### config.mk
export PLATFORM = sky130hd
export DESIGN_NAME = block_pipe_out_arbiter
export DESIGN_NICKNAME = d
export VERILOG_FILES = /design/src/rtl/block_pipe_out_arbiter.sv
export SDC_FILE = /design/constraint.sdc
export NUM_CORES = 1
export LEC_CHECK = 0
export BUFFER_PORTS_ARGS = -buffer_cell sky130_fd_sc_hd__buf_4
export CAP_MARGIN = 0
export CORE_UTILIZATION = 46
export CTS_CLUSTER_SIZE = 20
export DETAILED_ROUTE_END_ITERATION = 10
export PLACE_DENSITY = 0.83
export SLEW_MARGIN = 40
export SYNTH_ARGS = -nofsm -noshare
export SYNTH_HDL_FRONTEND = slang
export SYNTH_SLANG_ARGS = --single-unit
### constraint.sdc
create_clock -name okClk -period 2.9 [get_ports okClk]
set_clock_uncertainty 0.05 [all_clocks]
set_input_delay 0.58 -clock okClk [delete_from_list [all_inputs] [get_ports okClk]]
set_output_delay 0.58 -clock okClk [all_outputs]
set_load 0.02 [all_outputs]
### src/rtl/block_pipe_out_arbiter.sv
// Two-requester round-robin arbiter that feeds whole blocks into an okBTPipeOut endpoint.
// A requester is served only once it holds a full block, and the grant stays fixed until that block is drained.
module block_pipe_out_arbiter #(
    parameter int unsigned BLOCK_WORDS = 4,
    parameter int unsigned LEVEL_W     = 8
) (
    input  logic               okClk,
    input  logic               rst,
    input  logic               ep_read,
    input  logic               ep_blockstrobe,
    output logic               ep_ready,
    output logic [31:0]        ep_datain,
    input  logic [31:0]        req0_data,
    input  logic [31:0]        req1_data,
    input  logic [LEVEL_W-1:0] req0_level,
    input  logic [LEVEL_W-1:0] req1_level,
    output logic               req0_pop,
    output logic               req1_pop,
    output logic               grant,
    output logic [15:0]        blocks0,
    output logic [15:0]        blocks1,
    output logic               underrun
);

    localparam int unsigned CntW = $clog2(BLOCK_WORDS);
    // Wide enough to hold both any level value and BLOCK_WORDS itself.
    localparam int unsigned CmpW = (LEVEL_W > CntW + 1) ? LEVEL_W : CntW + 1;

    typedef enum logic [0:0] {
        StIdle,
        StXfer
    } state_e;

    state_e            state_q;
    logic              ep_ready_q;
    logic [31:0]       ep_datain_q;
    logic              grant_q;
    logic              last_grant_q;
    logic [CntW-1:0]   word_cnt_q;
    logic [15:0]       blocks0_q;
    logic [15:0]       blocks1_q;
    logic              underrun_q;

    logic [CmpW-1:0]   lvl0_ext;
    logic [CmpW-1:0]   lvl1_ext;
    logic [CmpW-1:0]   block_thresh;
    logic              elig0;
    logic              elig1;
    logic              pick_valid;
    logic              pick_idx;
    logic              last_word;
    logic              xfer_rd;
    logic [31:0]       sel_data;
    logic              unused_blockstrobe;

    // Block-start strobe is informational only.
    assign unused_blockstrobe = ep_blockstrobe;

    assign lvl0_ext     = CmpW'(req0_level);
    assign lvl1_ext     = CmpW'(req1_level);
    assign block_thresh = CmpW'(BLOCK_WORDS);
    assign elig0        = (lvl0_ext >= block_thresh);
    assign elig1        = (lvl1_ext >= block_thresh);

    always_comb begin
        pick_valid = 1'b0;
        pick_idx   = 1'b0;
        if (elig0 && elig1) begin
            pick_valid = 1'b1;
            pick_idx   = ~last_grant_q;
        end else if (elig0) begin
            pick_valid = 1'b1;
            pick_idx   = 1'b0;
        end else if (elig1) begin
            pick_valid = 1'b1;
            pick_idx   = 1'b1;
        end
    end

    assign last_word = (word_cnt_q == CntW'(BLOCK_WORDS - 1));
    assign sel_data  = grant_q ? req1_data : req0_data;

    // Reset masks pops so an aborted block never consumes a FIFO word.
    assign xfer_rd  = (state_q == StXfer) && ep_read && !rst;
    assign req0_pop = xfer_rd && !grant_q;
    assign req1_pop = xfer_rd && grant_q;

    always_ff @(posedge okClk) begin
        if (rst) begin
            state_q      <= StIdle;
            ep_ready_q   <= 1'b0;
            ep_datain_q  <= '0;
            grant_q      <= 1'b0;
            last_grant_q <= 1'b1;
            word_cnt_q   <= '0;
            blocks0_q    <= '0;
            blocks1_q    <= '0;
            underrun_q   <= 1'b0;
        end else begin
            case (state_q)
                StIdle: begin
                    if (ep_read) begin
                        underrun_q  <= 1'b1;
                        ep_datain_q <= '0;
                    end
                    if (pick_valid) begin
                        grant_q      <= pick_idx;
                        last_grant_q <= pick_idx;
                        word_cnt_q   <= '0;
                        state_q      <= StXfer;
                        ep_ready_q   <= 1'b1;
                    end
                end
                StXfer: begin
                    if (ep_read) begin
                        ep_datain_q <= sel_data;
                        word_cnt_q  <= word_cnt_q + 1'b1;
                        if (last_word) begin
                            state_q    <= StIdle;
                            ep_ready_q <= 1'b0;
                            if (grant_q) begin
                                blocks1_q <= blocks1_q + 16'd1;
                            end else begin
                                blocks0_q <= blocks0_q + 16'd1;
                            end
                        end
                    end
                end
                default: begin
                    state_q    <= StIdle;
                    ep_ready_q <= 1'b0;
                end
            endcase
        end
    end

    assign ep_ready  = ep_ready_q;
    assign ep_datain = ep_datain_q;
    assign grant     = grant_q;
    assign blocks0   = blocks0_q;
    assign blocks1   = blocks1_q;
    assign underrun  = underrun_q;

endmodule

* Word-level counts from Yosys, hierarchy flattened
Index checks and enable logic that the tools add are counted.
** Word-level totals
- Register bits :: 71
- Output and inout bits :: 69
- Input port bits :: 84
- Logic and storage cells :: 56
** Cells by class
- Order comparisons :: 2
- Muxes and demuxes :: 20
- $add $sub $neg :: 3
- Bitwise operators :: 3
- Equal/unequal tests :: 5
- Reduce and logical (&&, ||, !) cells :: 14
** Operators by type and width (number)
- $mux 32 :: 3
- $pmux 32 s2 :: 1
- $add 16x1->16 const B :: 2
- $ge 8x3->1 const B :: 2
- $mux 1 :: 11
- $reduce_and 2->1 :: 4
- $reduce_and 4->1 :: 2
- $ne 2x2->1 const B :: 3
- $logic_and 1x1->1 :: 5
- $mux 2 :: 2
- $pmux 1 s2 :: 2
- $pmux 2 s2 :: 1
- $not 1->1 :: 3
- $reduce_and 3->1 :: 1
- $add 2x1->2 const B :: 1
- $eq 2x2->1 const B :: 1
- $logic_not 1->1 :: 2
- $ne 2x1->1 const B :: 1

* Longest topological paths before layout
- Depth after elaboration :: 6
- Depth in mapped cells :: 6
- Mapped depth without buffers :: 5

* Worst setup path before layout
Ideal clock, no wire load.
- Path kind :: register to output
- From :: register grant_q, in the netlist grant
- To :: output port req1_pop
- Slack :: 388 ps
- Cell stages (with the launch flop) :: 4
- Required time :: 2270 ps
- Buffers on the path :: 2
- Data arrival time :: 1882 ps
- Cell sequence :: dfxtp_1 > buf_1 > buf_1 > nor3b_1
** Between the ends
- Cells in the longest elaborated chain, start to end :: 1
** Ends and longest elaborated chain
- from (decl) :: line 37 : logic grant_q;
- from (signal assigned) :: line 107 : grant_q <= pick_idx;
- $logic_and 1x1->1 :: line 86 : assign req1_pop = xfer_rd && grant_q;
- to (decl) :: line 18 : output logic req1_pop,
No other way between the ends.

* Final worst setup path
- From :: register word_cnt_q[0]
- To :: register blocks0_q[14], in the netlist blocks0[14]
** Between the ends
- Cells in the longest elaborated chain, start to end :: 2
** Ends and longest elaborated chain
- from (decl) :: line 39 : logic [CntW-1:0] word_cnt_q;
- from (signal assigned) :: line 117 : word_cnt_q <= word_cnt_q + 1'b1;
- $eq 2x2->1 :: line 80 : assign last_word = (word_cnt_q == CntW'(BLOCK_WORDS - 1));
- $reduce_and 4->1 (no source line)
- to (signal assigned) :: line 124 : blocks0_q <= blocks0_q + 16'd1;
- to (decl) :: line 40 : logic [15:0] blocks0_q;
No other way between the ends.
A chain may end at the register's enable or synchronous reset.

==> results.cfg <==
[detailed_routing]
wl_per_cell_um = 12.7
first_iter_violations = 138
drc = 0
routed_wl_um = 8040
first_pass_iters = 5
viasPerCell = 5.08
final_antenna_net_count = 0
via_count = 3218

[grt]
grt_pass1_wl_um = 13100
grt_overflow_total = 0
grt_max_degree = 41
antenna_found_initial = 0
grt_pass1_vias = 3060
grt_util_all_layers_pct = 22.2

[die]
num_io_pins = 153
dieArea_sq_um = 7350
start_util_pct = 47.5
fp-row-count = 30
die_w_um = 85.8
core_sq_um = 6790
die_y_um = 85.8

[sta]
hold_violations = 0
fmax_ghz = 0.448
setup_violations = 0
fin_setup_tns_ns = 0
maxSlewHeadroom_pct = 69.0
post-route-period-util_pct = 77.0
drv_slew = 0
tightest_slew_ns = 0.461
worst_hold_slack_ns = 0.437
rsz0062_at_grt = false
min_period_ns = 2.23
finalWorstSetupSlack_ns = 0.667

[layout]
final_common_cell = buf_4
fin_nets = 620
antenna_cells = 0
layout_common_cells = buf_4 (152), nor2_1 (92), dfxtp_1 (70), a21oi_1 (50), mux2i_1 (32)
drive_above_1_share_pct = 32.2
synthToLayoutAreaGrowth_pct = 43.3

[synth]
synth_area_sq_um = 3230
seq_area_frac_synth_pct = 44.0
synthDominantCellAreaShare_pct = 44.0
syn_avg_cell_area_sq_um = 8.25
syn_inst = 391
synth_top_area_cell = dfxtp_1
synth.distinct_cells = 38
synth_warnings = 0
yosys-top-cells-area = dfxtp_1 (44%), nor2_1 (11%), mux2i_1 (9.9%)
synth_nets = 478
ys_seq_elements = 71

[worst_setup_path]
critPathRequiredTime_ns = 3.12
r2r_cells = 5
crit_type = reg2reg
rrSetupSlack_ns = 0.67
r2r_end = blocks0[14]
cp_data_arrival_time_ns = 2.45
cp-end-kind = flop
worstSetupStartpointType = flop
r2r_start = word_cnt_q[0]
cp_max_fo = 8

[placement]
dp_slack_ns = 0.600
place.gp.congestion = 0.781
hpwl_um = 5910
io_buffer_count = 147

[clock_tree]
clkTransAtPathRegs_ns = 0.07
clock_path_buffers = 2
cts-resized-gates = 0
htreeDepth = 3
postCtsSetupBuffers = 0
clk_latency_ns = 0.33
cts_hold_buf = 0
clock-sinks = 71
cts_tree = built
numCtsBuffers = 9
clock-root-buffer = clkbuf_8

[min_path]
worstHoldStart = ep_datain[5]
hold_depth = 2
min_to = ep_datain[5]
hp-class = reg2reg

[power_and_ir_drop]
leakage_nw = 1.97
p_sw_share_pct = 22.5
p_per_area_nw_per_um2 = 466
p_int_mw = 1.67
ir_drop_mv = 0.268
p_seq_share_pct = 47.3
comb_power_share_pct = 12.3
power_switching_mw = 0.485
pwr-share-clk_pct = 40.4

[run_status]
status = finished, final reports clean

[run]
maxCapViolations = 0
## worst max-delay path, stage by stage (launching register included)
cell and delay, ns:
dfxtp_1 0.36, ha_1 0.30, nand4b_4 0.18, or4_1 0.62, or4_1 0.53, a21oi_1 0.14
## worst max-delay path by stage
stage | start | end | slack [ns] | depth (start not counted)
floorplan | grant | req1_pop | 0.39 | 3
global placement | ep_read | blocks0[14] | 0.62 | 5
detailed placement | ep_read | blocks0[14] | 0.60 | 5
CTS | grant | grant | 0.65 | 2
global route | word_cnt_q[0] | blocks0[14] | 0.53 | 5
finish | word_cnt_q[0] | blocks0[14] | 0.67 | 5
## power groups by stage
stage	registers (mW)	clock network (mW)	logic [mW]
after global routing	1.02	0.939	0.288
final	1.02	0.871	0.265
after floorplan	1.06	0	0.109
after global placement	1.04	0	0.260
after CTS	1.02	0.895	0.267
after detailed placement	1.04	0	0.266
## cell type report
cell class | count | area, sq um
Fill cell | 580 | 2170
Timing Repair Buffer | 152 | 1140
Tap cell | 96 | 120
Multi-Input combinational cell | 288 | 1680
Clock buffer | 13 | 159
Inverter | 11 | 41.3
Clock inverter | 3 | 65.1
Sequential cell | 71 | 1420
## registers in the layout (all words and copies together) (netlist names)
name          count
grant             1
ep_ready          1
word_cnt_q        2
blocks1          16
state_q           1
ep_datain        32
blocks0          16
last_grant_q      1
underrun          1
## layer usage
layer / track usage [%] / vias to the layer above / wire length [um]
met1: 24.3 / 1450 / 3310
met4: 8.79 / 0 / 139
met5: 0 / - / 0
met3: 6.64 / 15 / 569
li1: - / 1631 / -
met2: 40.1 / 122 / 4030
## synthesized netlist by cell type
master	n
a21oi_1	50
mux2_2	1
nor3_1	11
nor2b_1	2
nor2_1	92
inv_1	10
nand2_1	14
o21a_1	1
and3_1	1
or3_1	5
o21ai_0	10
nand4_1	10
a311oi_1	1
buf_4	1
mux2i_1	32
dfxtp_1	71
nor3b_1	2
o31ai_1	1
buf_2	4
or4_1	5
a21o_1	1
nand3_1	10
clkbuf_1	11
a31o_2	3
clkinv_1	1
nand2b_1	4
a211o_1	1
buf_1	4
and4b_1	1
and2_1	1
a211oi_1	1
xor2_1	6
nand4_2	1
ha_1	3
nand4b_4	1
clkbuf_2	1
xnor2_1	11
nor4_1	6
## logic make-up (layout without fill, tap and decap cells)
logic type | Yosys count | after routing | synth area share (%)
XOR/XNOR | 17 | 17 | 4.61
buffers and inverters | 32 | 179 | 4.03
AO/OA/AOI/OAI | 69 | 69 | 11.6
flip-flops | 71 | 71 | 44.0
adder cells (fa/ha/maj) | 3 | 3 | 1.16
multiplexers | 33 | 33 | 10.3
AND/OR/NAND/NOR | 166 | 166 | 24.3
## through the flow
stage                     cell area, sq um  total power [mW]  util (%)  cells
after floorplan                       3230              1.17         -    391
after global placement                4400              1.30      64.8    618
after detailed placement              4400              1.31      64.8    618
after CTS                             4620              2.18      68.1    634
after global routing                  4620              2.25      68.1    634
final                                 4620              2.15      68.1    634
Note: power is estimated with default switching activity, not from simulation.
